<file path="config.mk">
export PLATFORM = sky130hd
export DESIGN_NAME = ula_operand_seq
export DESIGN_NICKNAME = d
export VERILOG_FILES = /design/src/rtl/ula_operand_seq.sv
export SDC_FILE = /design/constraint.sdc
export NUM_CORES = 1
export LEC_CHECK = 0
export ABC_AREA = 1
export CORE_ASPECT_RATIO = 1.5
export CORE_MARGIN = 1.5
export CORE_UTILIZATION = 30
export DETAILED_ROUTE_END_ITERATION = 8
export SLEW_MARGIN = 20
export SYNTH_ARGS = -nofsm -noshare
export SYNTH_HDL_FRONTEND = slang
export SYNTH_SLANG_ARGS = --single-unit
export TNS_END_PERCENT = 10
</file>
<file path="constraint.sdc">
create_clock -name clk -period 1.86 [get_ports clk]
set_clock_uncertainty 0.2 [all_clocks]
set_input_delay 0.279 -clock clk [delete_from_list [all_inputs] [get_ports clk]]
set_output_delay 0.279 -clock clk [all_outputs]
set_load 0.1 [all_outputs]
</file>
<file path="src/rtl/ula_operand_seq.sv">
// ============================================================================
// Module      : ula_operand_seq
// Description : Loads A, B and opcode from a shared valid/ready bus, drives
//               the ULA and holds its registered result until acknowledged.
//               Optional sticky overflow flag: define ULA_SEQ_OVF_STICKY_EN.
// Revision    : 1.0 - initial release
// ============================================================================
`default_nettype none

module ula_operand_seq #(
    parameter int W     = 8,
    parameter int CNT_W = 8
) (
    input  logic             clk,
    input  logic             reset,
    input  logic [W-1:0]     dado_in,
    input  logic             dado_valido,
    output logic             dado_pronto,
    output logic [W-1:0]     op_a,
    output logic [W-1:0]     op_b,
    output logic [1:0]       op_f,
    input  logic [W-1:0]     ula_saida,
    input  logic             ula_flag,
    output logic [W-1:0]     resultado,
    output logic             flag_ovf,
    output logic             res_valido,
    input  logic             res_ack,
    output logic [CNT_W-1:0] n_ops,
    output logic             ovf_sticky
);

    localparam logic [CNT_W-1:0] c_cnt_one = CNT_W'(1);

    typedef enum logic [2:0] {
        ESPERA_A  = 3'd0,
        ESPERA_B  = 3'd1,
        ESPERA_F  = 3'd2,
        EXECUTA   = 3'd3,
        RESULTADO = 3'd4
    } state_t;

    state_t           r_state;
    logic [W-1:0]     r_op_a;
    logic [W-1:0]     r_op_b;
    logic [1:0]       r_op_f;
    logic [W-1:0]     r_resultado;
    logic             r_flag_ovf;
    logic             r_res_valido;
    logic [CNT_W-1:0] r_n_ops;
    logic             w_espera;
    logic             w_xfer;

    assign w_espera = (r_state == ESPERA_A) || (r_state == ESPERA_B) ||
                      (r_state == ESPERA_F);
    // Gated by reset so the bus is refused while reset is held.
    assign dado_pronto = w_espera && !reset;
    assign w_xfer      = dado_valido && dado_pronto;

    always_ff @(posedge clk or posedge reset) begin
        if (reset) begin
            r_state      <= ESPERA_A;
            r_op_a       <= '0;
            r_op_b       <= '0;
            r_op_f       <= '0;
            r_resultado  <= '0;
            r_flag_ovf   <= 1'b0;
            r_res_valido <= 1'b0;
            r_n_ops      <= '0;
        end else begin
            case (r_state)
                ESPERA_A: begin
                    if (w_xfer) begin
                        r_op_a  <= dado_in;
                        r_state <= ESPERA_B;
                    end
                end
                ESPERA_B: begin
                    if (w_xfer) begin
                        r_op_b  <= dado_in;
                        r_state <= ESPERA_F;
                    end
                end
                ESPERA_F: begin
                    if (w_xfer) begin
                        r_op_f  <= dado_in[1:0];
                        r_state <= EXECUTA;
                    end
                end
                EXECUTA: begin
                    // Operands have been stable for a full cycle; capture the ULA.
                    r_resultado  <= ula_saida;
                    r_flag_ovf   <= ula_flag;
                    r_res_valido <= 1'b1;
                    r_state      <= RESULTADO;
                end
                RESULTADO: begin
                    if (res_ack) begin
                        r_res_valido <= 1'b0;
                        r_n_ops      <= r_n_ops + c_cnt_one;
                        r_state      <= ESPERA_A;
                    end
                end
                default: r_state <= ESPERA_A;
            endcase
        end
    end

    assign op_a       = r_op_a;
    assign op_b       = r_op_b;
    assign op_f       = r_op_f;
    assign resultado  = r_resultado;
    assign flag_ovf   = r_flag_ovf;
    assign res_valido = r_res_valido;
    assign n_ops      = r_n_ops;

`ifdef ULA_SEQ_OVF_STICKY_EN
    logic r_ovf_sticky;

    always_ff @(posedge clk or posedge reset) begin
        if (reset) begin
            r_ovf_sticky <= 1'b0;
        end else if ((r_state == EXECUTA) && ula_flag) begin
            r_ovf_sticky <= 1'b1;
        end
    end

    assign ovf_sticky = r_ovf_sticky;
`else
    assign ovf_sticky = 1'b0;
`endif

endmodule

`default_nettype wire

</file>
# [After elaboration in Yosys (flattened, before gate mapping)]
# Index checks and enable logic that the tools add are counted.
# W data, S select, Z words.
[word_totals] regBits=39 latchBits=0 mem_bits_rw=0 rom_bits=0 in_bits=21 out_inout_bits=38 wordCells=37 mem_count=0
[op_classes] n_addsub=1 mul=0 div_mod_pow=0 n_lt_le_gt_ge=0 eq_ne=8 shift=0 muxes=7 bitwise=0 reduce_logical=13
[ops] op="$pmux W3 S5" n=1
[ops] op="$mux W3" n=4
[ops] op="$reduce_and A2 Y1" n=5
[ops] op="$add A8 B1 Y8 const B" n=1
[ops] op="$ne A2 B2 Y1 const B" n=4
[ops] op="$eq A3 B2 Y1 const B" n=2
[ops] op="$reduce_and A4 Y1" n=1
[ops] op="$eq A3 B1 Y1 const B" n=1
[ops] op="$eq A3 B3 Y1 const B" n=1
[ops] op="$logic_not A3 Y1" n=1
[ops] op="$logic_and A1 B1 Y1" n=2
[ops] op="$logic_or A1 B1 Y1" n=2
[ops] op="$pmux W1 S2" n=1
[ops] op="$reduce_bool A2 Y1" n=1
[ops] op="$logic_not A1 Y1" n=1
[ops] op="$mux W1" n=1

# [Longest topological paths before layout]
[depth] depth_word=7 depth_mapped=8 depth_no_buf=7

# [Worst setup path after synthesis]
# Ideal clock, no wire load.
[synth_path] path_kind="input -> output" startpoint="in reset" endpoint="out dado_pronto" arrival_ps=1917 required_time_ps=1381 setup_slack_ps=-536 path_stages=3 n_path_buf=0 path_cell_list="inv_1 > nand2_1 > inv_1"
[synth_via] elab_chain_cells=2
[synth_rtl] element="start, declared" line="15" source="input logic reset,"
[synth_rtl] element="$logic_not A1 Y1 (no line)"
[synth_rtl] element="$logic_and A1 B1 Y1" line="56" source="assign dado_pronto = w_espera && !reset;"
[synth_rtl] element="end, declared" line="18" source="output logic dado_pronto,"
# No other way between the ends.

# [Final worst setup path]
# Same ends and word-level chain as after synthesis.

==> summary.log <==
[routing] final antenna-violating net count 0
[grt] vias in the first global route 1525
[synth] share of the yosys chip area belonging to registers 55.1%
[routing] routed wirelength normalized by instance count 11.3 um
[placement] Post-Place Cells 328
[finish] number of nets in the layout 285
[grt] largest net degree at the start of global routing 36
[critical_path] Setup crit end kind output port
[clock_tree] count of clock tree sinks 39
[finish] Ant. Diodes 0
[placement] number of buffers inserted by port buffering 57
[routing] post-detailed-route via-to-cell ratio 4.45
[routing] met1 WL 1480 um
[critical_path] required time of the critical path 1.38 ns
[synth] syn avg cell area 8.81 sq um
[hold_path] worst hold-check path type input pin to asynchronous set/reset pin
[critical_path] Max stage delay cell, worst path sky130_fd_sc_hd__clkdlybuf4s50_1
[grt] wire length of the first global-routing pass 6790 um
[floorplan] count of boundary I/O pins 59
[synth] flop and latch count out of synthesis 39
[clock_tree] number of levels in the clock H-tree 2
[critical_path] kind of launch point of the worst setup path input pin
[critical_path] Setup crit start reset
[grt] overflow left after global routing 0
[synth] synthesized-area fraction occupied by and/or/nand/nor cells 21.6%
[routing] top layer used by detailed routing met4
[synth] post-synthesis xor/xnor area fraction 1.98%
[routing] Remaining DRCs 0
[routing] detailed-router iteration count before antenna repair 4
[timing] final number of max-transition violations 0
[clock_tree] clk slew on worst S/H paths 0.08 ns
[synth] EDFF count, synth 0
[timing] number of failing hold endpoints at the final stage 0
[critical_path] critical path start-end classification input pin to output port
[floorplan] height of the chip 97.1 um
[timing] Sum Neg Setup Slack 0 ns
[placement] post-DP HPWL 2890 um
[flow_run] max_cap viols 0
[routing] Vias 1492
[critical_path] crit-path cells clkdlybuf4s50_1, clkinvlp_4, nand2_1, inv_1, buf_12
[finish] total area of multi-input combinational cells 636 sq um
[timing] final worst path period share 96.9%
[routing] met2 WL 2050 um
[routing] number of design-rule violations left by the first detailed-router iteration 64
[critical_path] launch instance of the worst register-to-register path r_state[1]
[timing] post-layout min period 1.80 ns
[critical_path] CP max stage delay 0.54 ns
[timing] unrepaired setup endpoints after global routing no
[finish] final std cells w/o fill 335
[timing] Fmax achieved 555 MHz
[floorplan] area of the core 5740 sq um
[status] run status finished, final reports clean
[clock_tree] clock root buffer sky130_fd_sc_hd__clkbuf_8
[clock_tree] Inserted Clock Buffers 5
[routing] Total Wirelength 3800 um
[finish] Area growth syn-to-layout 62.6%
[grt] total global-route track usage 13.7%
[floorplan] starting density of the core 30.8%
[synth] mux contribution to synthesized area 0%
[clock_tree] CTS tree built
[clock_tree] clock latency on the worst-skew pair 0.29 ns
[finish] Sequential cell area 978 sq um
[critical_path] largest fanout on the critical path 6
[synth] total standard cell area after synthesis 1770 sq um
[timing] Finish-stage setup viols 0
[synth] largest family of logic cells by synthesized area simple AND/OR/NAND/NOR gates
[synth] Ys Warns 0
[finish] fraction of layout instances using a drive strength above 1 26.2%
[finish] core occupancy in the finished layout 50.2%
[synth] compound-cell area share of the yosys netlist 11.2%
[placement] last weighted congestion value of the routability-driven placer 0.757
[critical_path] critical path arrival 1.32 ns
[synth] share of flip-flops with an asynchronous set or reset after synthesis 100%
[synth] top_reg_cell synth sky130_fd_sc_hd__dfrtp_1
[synth] adder and majority cell fraction of the synthesized area 0.706%
[floorplan] number of rows created at floorplan 34
[synth] count of mapped cells out of synthesis 201
[floorplan] width of the die 65.7 um
[synth] Synthesized Nets 223
[grt] antenna violations before repair 0
[synth] count of cell types in the netlist 23
[floorplan] floorplan die area 6390 sq um
[clock_tree] number of buffers between clock root and the deepest sink 2
[routing] Detail Route met3 WL 212 um
[finish] Filler Cells Inserted 556
## synth_stat cells, drive strengths merged (2+ instances only)
master | count | area (sq um)
inv | 29 | 109
nand3 | 12 | 75.1
xor2 | 2 | 17.5
xnor2 | 2 | 17.5
nand2 | 67 | 256
nand4 | 2 | 18.8
o21ai | 31 | 193
dfrtp | 39 | 976
nor2 | 6 | 22.5
buf | 6 | 51.3
## metrics by stage
| stage | area, sq um | hold slack [ns] | setup WS, ns |
|---|---|---|---|
| 6_report | 2880 | 0.234 | 0.0585 |
| 5_1_grt | 2880 | 0.257 | 0.00328 |
| 4_1_cts | 2880 | 0.233 | 0.0578 |
| 3_5_place_dp | 2800 | 0.332 | 0.0603 |
| 3_3_place_gp | 2800 | 0.319 | 0.0730 |
| 2_1_floorplan | 1780 | 0.0761 | -0.0774 |
## cell families (layout without fill, tap and decap cells)
group | Yosys count | after routing
DFF | 39 | 39
buffers and inverters | 36 | 98
xor gates and xnor gates | 4 | 4
adders and majority gates | 1 | 1
other | 1 | 1
and+or+nand+nor | 88 | 88
AOI/OAI and AO/OA | 32 | 32
## cell type report
cell class                      count  area share [%]
Multi-Input combinational cell    126            22.1
Inverter                           30            4.04
Timing Repair Buffer               61            34.1
Clock buffer                        7            2.65
Tap cell                           72            3.13
Sequential cell                    39            34.0
## final timing paths
check / slack, ns / end / cells past startpoint
setup reg to reg: 0.32 / op_b[2] / 6
min in group clk: 0.35 / op_b[4] / 2
hold reg to reg: 0.35 / op_b[4] / 2
max in group asynchronous: 0.73 / n_ops[0] / 3
hold / removal: 0.23 / n_ops[6] / 3
setup / recovery: 0.06 / dado_pronto / 5
## flip-flops by register name (all words and copies together), names as in the netlist
register,flops
flag_ovf,1
res_valido,1
r_state,3
op_b,8
n_ops,8
op_a,8
op_f,2
resultado,8
## cells in the final DEF, fill, tap and decap left out, drive strengths merged, types with 6 or more instances in the layout
| cell type | n |
|---|---|
| nand2 | 67 |
| buf | 41 |
| dfrtp | 39 |
| o21ai | 31 |
| inv | 28 |
| clkdlybuf4s50 | 20 |
| nand3 | 12 |
| clkbuf | 7 |
| nor2 | 6 |
## per-layer routing
layer | vias to the layer above | global-route usage [%]
met5 | - | 0
met4 | 0 | 4.97
met3 | 6 | 4.63
met2 | 39 | 24.3
met1 | 699 | 14.7
li1 | 748 | -
## critical path, delay by kind of cell
family,cells,cell delay [ns]
buf+inv,4,0.94
simple gates,1,0.09
## timing repair
item | 4_1_cts | 5_1_grt
hold buffers | 0 | 0
gates resized for setup | 0 | 1
setup buffers | 0 | 0
endpoints found under the setup margin | 0 | 1
Power is left out: the tool's default activity adds up to more than one toggle a clock period on the data nets, which glitch-free logic cannot reach.
